`config.mk`:
```
export PLATFORM = sky130hd
export DESIGN_NAME = arbiter8_round_robin
export DESIGN_NICKNAME = d
export VERILOG_FILES = /design/src/rtl/arbiter8_round_robin.sv
export SDC_FILE = /design/constraint.sdc
export NUM_CORES = 1
export LEC_CHECK = 0
export CAP_MARGIN = 10
export CORE_UTILIZATION = 50
export CTS_CLUSTER_SIZE = 24
export DETAILED_ROUTE_END_ITERATION = 12
export PLACE_DENSITY = 0.86
export SETUP_SLACK_MARGIN = 0.02
export SYNTH_ARGS = -nofsm -noshare
export SYNTH_HDL_FRONTEND = slang
export SYNTH_SLANG_ARGS = --single-unit
```
`constraint.sdc`:
```
create_clock -name clk -period 4 [get_ports clk]
set_input_delay 0.8 -clock clk [delete_from_list [all_inputs] [get_ports clk]]
set_output_delay 0.8 -clock clk [all_outputs]
set_load 0.03 [all_outputs]
```
`src/rtl/arbiter8_round_robin.sv`:
```
// ---------------------------------------------------------------------------
// arbiter8_round_robin
//
// Round-robin arbiter sharing one resource among eight requesters. A winner
// is picked from IDLE, the grant is held until the holder signals done or
// withdraws its request, and priority then rotates to the requester after
// the one just served. Each grant is followed by a mandatory idle cycle.
//
// Optional feature (compile-time macro ARB_TIMEOUT_EN):
//   When defined, a hold watchdog forces release after HOLD_MAX granted
//   cycles and pulses timeout for one cycle. When undefined, the watchdog
//   logic is absent and timeout is tied low.
//
// Parameters:
//   HOLD_MAX     max granted cycles before forced release (2..255),
//                used only with ARB_TIMEOUT_EN
//
// Ports:
//   clk          rising-edge clock
//   rst          asynchronous active-high reset
//   req[7:0]     request vector, bit i = requester i
//   done         holder finished; only looked at while a grant is active
//   grant[7:0]   registered one-hot grant, zero when idle
//   grant_idx    binary index of the holder (valid with grant_valid)
//   grant_valid  a grant is active
//   timeout      one-cycle pulse after a watchdog forced release
// ---------------------------------------------------------------------------
module arbiter8_round_robin #(
  parameter int HOLD_MAX = 16
) (
  input  logic       clk,
  input  logic       rst,
  input  logic [7:0] req,
  input  logic       done,
  output logic [7:0] grant,
  output logic [2:0] grant_idx,
  output logic       grant_valid,
  output logic       timeout
);

  localparam logic [0:0] ST_IDLE  = 1'b0;
  localparam logic [0:0] ST_GRANT = 1'b1;

  logic [0:0]  r_state;
  logic [2:0]  r_ptr;
  logic [7:0]  r_grant;
  logic [2:0]  r_idx;
  logic        r_valid;

  logic [15:0] w_req2;
  logic [7:0]  w_rot;
  logic [2:0]  w_off;
  logic        w_any;
  logic [2:0]  w_winner;
  logic [7:0]  w_dec;
  logic        w_rel_norm;
  logic        w_expire;
  logic        w_release;

  // Rotate the request vector so bit 0 of w_rot is requester r_ptr; the
  // lowest set bit of w_rot is then the round-robin winner's offset.
  assign w_req2 = {req, req};
  assign w_rot  = w_req2[r_ptr +: 8];
  assign w_any  = |req;

  always_comb begin
    w_off = 3'd0;
    for (int k = 7; k >= 0; k--) begin
      if (w_rot[k]) begin
        w_off = 3'(k);
      end
    end
  end

  // Offset is added modulo 8, giving the absolute winner index.
  assign w_winner = r_ptr + w_off;

  // 3-to-8 decode of the winner: index i drives bit i.
  generate
    for (genvar gi = 0; gi < 8; gi++) begin : g_dec
      assign w_dec[gi] = (w_winner == 3'(gi));
    end
  endgenerate

  // Normal release: holder finished or withdrew its request.
  assign w_rel_norm = done | ~req[r_idx];

`ifdef ARB_TIMEOUT_EN
  logic [7:0] r_hcnt;
  logic       r_timeout;

  // Expiry only counts as a forced release when nothing else releases the
  // grant on the same edge, so a coinciding done leaves timeout low.
  assign w_expire = (r_hcnt == 8'(HOLD_MAX - 1)) & ~w_rel_norm;

  always_ff @(posedge clk or posedge rst) begin
    if (rst) begin
      r_hcnt    <= 8'd0;
      r_timeout <= 1'b0;
    end else begin
      r_timeout <= (r_state == ST_GRANT) & w_expire;
      if (r_state == ST_GRANT && !w_release) begin
        r_hcnt <= r_hcnt + 8'd1;
      end else begin
        r_hcnt <= 8'd0;
      end
    end
  end

  assign timeout = r_timeout;
`else
  assign w_expire = 1'b0;
  assign timeout  = 1'b0;
`endif

  assign w_release = w_rel_norm | w_expire;

  always_ff @(posedge clk or posedge rst) begin
    if (rst) begin
      r_state <= ST_IDLE;
      r_ptr   <= 3'd0;
      r_grant <= 8'h00;
      r_idx   <= 3'd0;
      r_valid <= 1'b0;
    end else begin
      case (r_state)
        ST_IDLE: begin
          if (w_any) begin
            r_state <= ST_GRANT;
            r_idx   <= w_winner;
            r_grant <= w_dec;
            r_valid <= 1'b1;
          end
        end
        ST_GRANT: begin
          // Other requesters are ignored here; new arbitration only
          // happens from IDLE, which enforces the turnaround gap.
          if (w_release) begin
            r_state <= ST_IDLE;
            r_grant <= 8'h00;
            r_valid <= 1'b0;
            r_ptr   <= r_idx + 3'd1;
          end
        end
        default: begin
          r_state <= ST_IDLE;
          r_grant <= 8'h00;
          r_valid <= 1'b0;
        end
      endcase
    end
  end

  assign grant       = r_grant;
  assign grant_idx   = r_idx;
  assign grant_valid = r_valid;

endmodule

```
==> results.txt <==
met3 track demand over resource = 1.16%
Setup crit start kind = input pin
maximum vdd drop = 0.525 mV
Setup WS post-layout = 0.427 ns
sequential area share after synthesis = 31.0%
area delta synth->final = 20.9%
Max Slew Vio Count = 0
Placement Setup Slack = 0.139 ns
Synth Area in Adders = 3.49%
biggest area consumer among synthesized cells = dfrtp_1
Max FO, Critical Path = 8
main combinational cell family by area after synthesis = compound AO/OA/AOI/OAI gates
Worst-Margin Slew = 0.747 ns
Async SR Flop Fraction = 100%
Final #Nets = 173
H-tree Lvls = 1
unrepaired setup endpoints after global routing = no
site row count = 18
Post-Synth XOR/XNOR Area = 2.62%
predominant post-synthesis flop cell = dfrtp_1
Post-DP HPWL = 2140 µm
global route hottest layer = met2
hold_sp = grant_valid
CP Class = input pin to register
DRT Pass-1 Iters = 4
reg2reg start = r_ptr[0]
CP endpoint kind = register
largest stage delay on the critical path = 0.55 ns
clock skew = 0.00587 ns
CTS root buf = clkbuf_4
Worst path top cell family by delay = compound AO/OA/AOI/OAI gates
Fill cells = 204
status = completed
clock sinks = 16
Final Hold Viols = 0
initial antenna violation count = 0
Hold WC Path Type = register to register
syn avg cell area = 9.43 µm²
Arr. time, crit path = 3.76 ns
initial DRC count = 28
max cap viols = 0
CP Cell Sequence = clkdlybuf4s50_1 > mux4_2 > nor2_1 > o2111ai_1 > nand2_1 > a21oi_1 > a311oi_1 > ha_1 > inv_1 > fa_1 > xor2_1 > a32o_1
period utilisation layout = 89.3%
Via density = 6.30
layout cell share with drive strength beyond 1 = 13.3%
buffers and inverters on the worst path = 2
met2 Usage GRT = 42.6%
top cells by area, synth = dfrtp_1 31%, mux2i_1 7.8%, mux4_2 5.2%
WL/cell = 15.9 µm
Synth Area in Simple Gates = 15.5%
CP startpoint = req[1]
CTS Buf Count = 3
clk_lat worst skew = 0.29 ns
Post-DRT Antenna Nets = 0
CTS clk-pin slew, worst paths = 0.10 ns
# IOs = 24
Die Ht = 52.8 µm
#FFs+latches synth = 16
number of global-route vias before repair = 1,167
Post-synth EDFFs = 0
yosys warns = 0
Synth top area share = 31.0%
Synth top cells by count = 17 x nand2_1, 16 x dfrtp_1, 10 x mux2i_1, 9 x a21oi_1, 8 x o21ai_0
die width = 52.8 µm
Post-Route WL = 2980 µm
Cells after Synth = 137
number of port buffers = 22
initial core utilization = 52.6%
Hold Buf Count CTS = 0
DR vias = 1,184
Cell variety after synth = 44
post-synthesis mux area share = 18.5%
largest net degree at the start of global routing = 21
post_cts resized = 0
Core Area = 2450 µm²
total grt overflow = 0
LEAKAGE = 0.000659 µW
slowest library cell on the worst path = clkdlybuf4s50_1
setup violators final = 0
Tot GR Track Use = 24.2%
most frequent cell after synthesis = nand2_1
Die Area = 2790 µm²
Tmin final = 3.57 ns
antenna diode count = 0
clk buf depth = 2
Placer Congestion = 0.964
CTS tree = built
GR Layer Usage met1 = 30.1%
Cell Pwr Density = 823 nW/µm²
Critical Path RT = 4.19 ns
Synth Net Count = 151
Total Power = 1290 µW
Mapped Area = 1290 µm²
# DRC = 0
setup TNS = 0 ns
Compound-Gate Fraction of Synth Area = 23.5%
post-CTS setup buffer count = 0
smallest hold slack = 0.503 ns
first-pass GRT wire length = 4960 µm
relative slew slack = 50.2%
FMAX = 280 MHz
==> cell families (layout without fill, tap and decap cells) <==
family | Yosys count | in the layout
AO/OA/AOI/OAI | 42 | 42
AND/OR/NAND/NOR | 41 | 41
multiplexers | 18 | 18
flip-flops | 16 | 16
buffers and inverters | 13 | 34
adder cells (fa/ha/maj) | 3 | 3
XOR/XNOR | 3 | 3
other | 1 | 1
==> layout make-up <==
cell class | instances | area [µm²] | share of cell area [%]
multi-input combinational | 108 | 826 | 52.9
sequential | 16 | 400 | 25.6
timing repair buffer | 25 | 243 | 15.5
tap | 30 | 37.5 | 2.40
clock buffer | 4 | 36.3 | 2.32
inverter | 5 | 18.8 | 1.20
==> power breakdown <==
| part | total (µW) | leakage (µW) | internal [µW] | switching (µW) |
|---|---|---|---|---|
| combinational | 830 | 0.000435 | 382 | 448 |
| sequential | 346 | 0.000203 | 221 | 125 |
| clock | 108 | 0.0000210 | 55.5 | 53.0 |
| total | 1290 | 0.000659 | 658 | 627 |
==> sequential cells by signal, indices dropped and copies added, names as in the netlist <==
name,flops
grant,8
grant_idx,3
r_ptr,3
grant_valid,1
r_state,1
==> final timing paths <==
path                               endpoint  slack, ns  depth (start not counted)
worst max-delay path               grant[7]       0.43                         12
worst min-delay path            grant_valid       0.50                          2
worst max register to register     grant[7]       0.63                         11
worst min register to register  grant_valid       0.50                          2
max in group asynchronous          grant[2]       2.76                          2
min in group asynchronous          r_ptr[2]       0.86                          2
==> cell usage in the layout, fill, tap and decap left out, types with 4 or more instances in the layout <==
cell / synthesis / layout
o21ai_0: 8 / 8
mux2i_1: 10 / 10
a31oi_1: 4 / 4
nand2_1: 17 / 17
clkdlybuf4s50_1: 0 / 22
a22o_1: 4 / 4
inv_1: 5 / 5
nor2_1: 7 / 7
a21oi_1: 9 / 9
dfrtp_1: 16 / 16
mux2_2: 4 / 4
==> per-stage QoR <==
stage,utilization [%],instances,instance area [µm²]
2_1_floorplan,-,137,1290
3_3_place_gp,62.1,184,1530
3_5_place_dp,62.1,184,1530
4_1_cts,63.6,188,1560
5_1_grt,63.6,188,1560
6_report,63.6,188,1560
==> worst register-to-register path, stage by stage (launching register included) <==
cell and delay (ns):
dfrtp_1 0.79, mux4_2 0.60, nor2_1 0.13, o2111ai_1 0.13, nand2_1 0.08, a21oi_1 0.04
a311oi_1 0.30, ha_1 0.22, inv_1 0.05, fa_1 0.43, xor2_1 0.23, a32o_1 0.28
==> metal layers <==
metal,vias to the layer above,routed length (µm)
li1,555,-
met1,582,1380
met2,41,1420
met3,6,129
met4,0,54
met5,-,0
No activity file was read; power rests on OpenSTA's default activity.
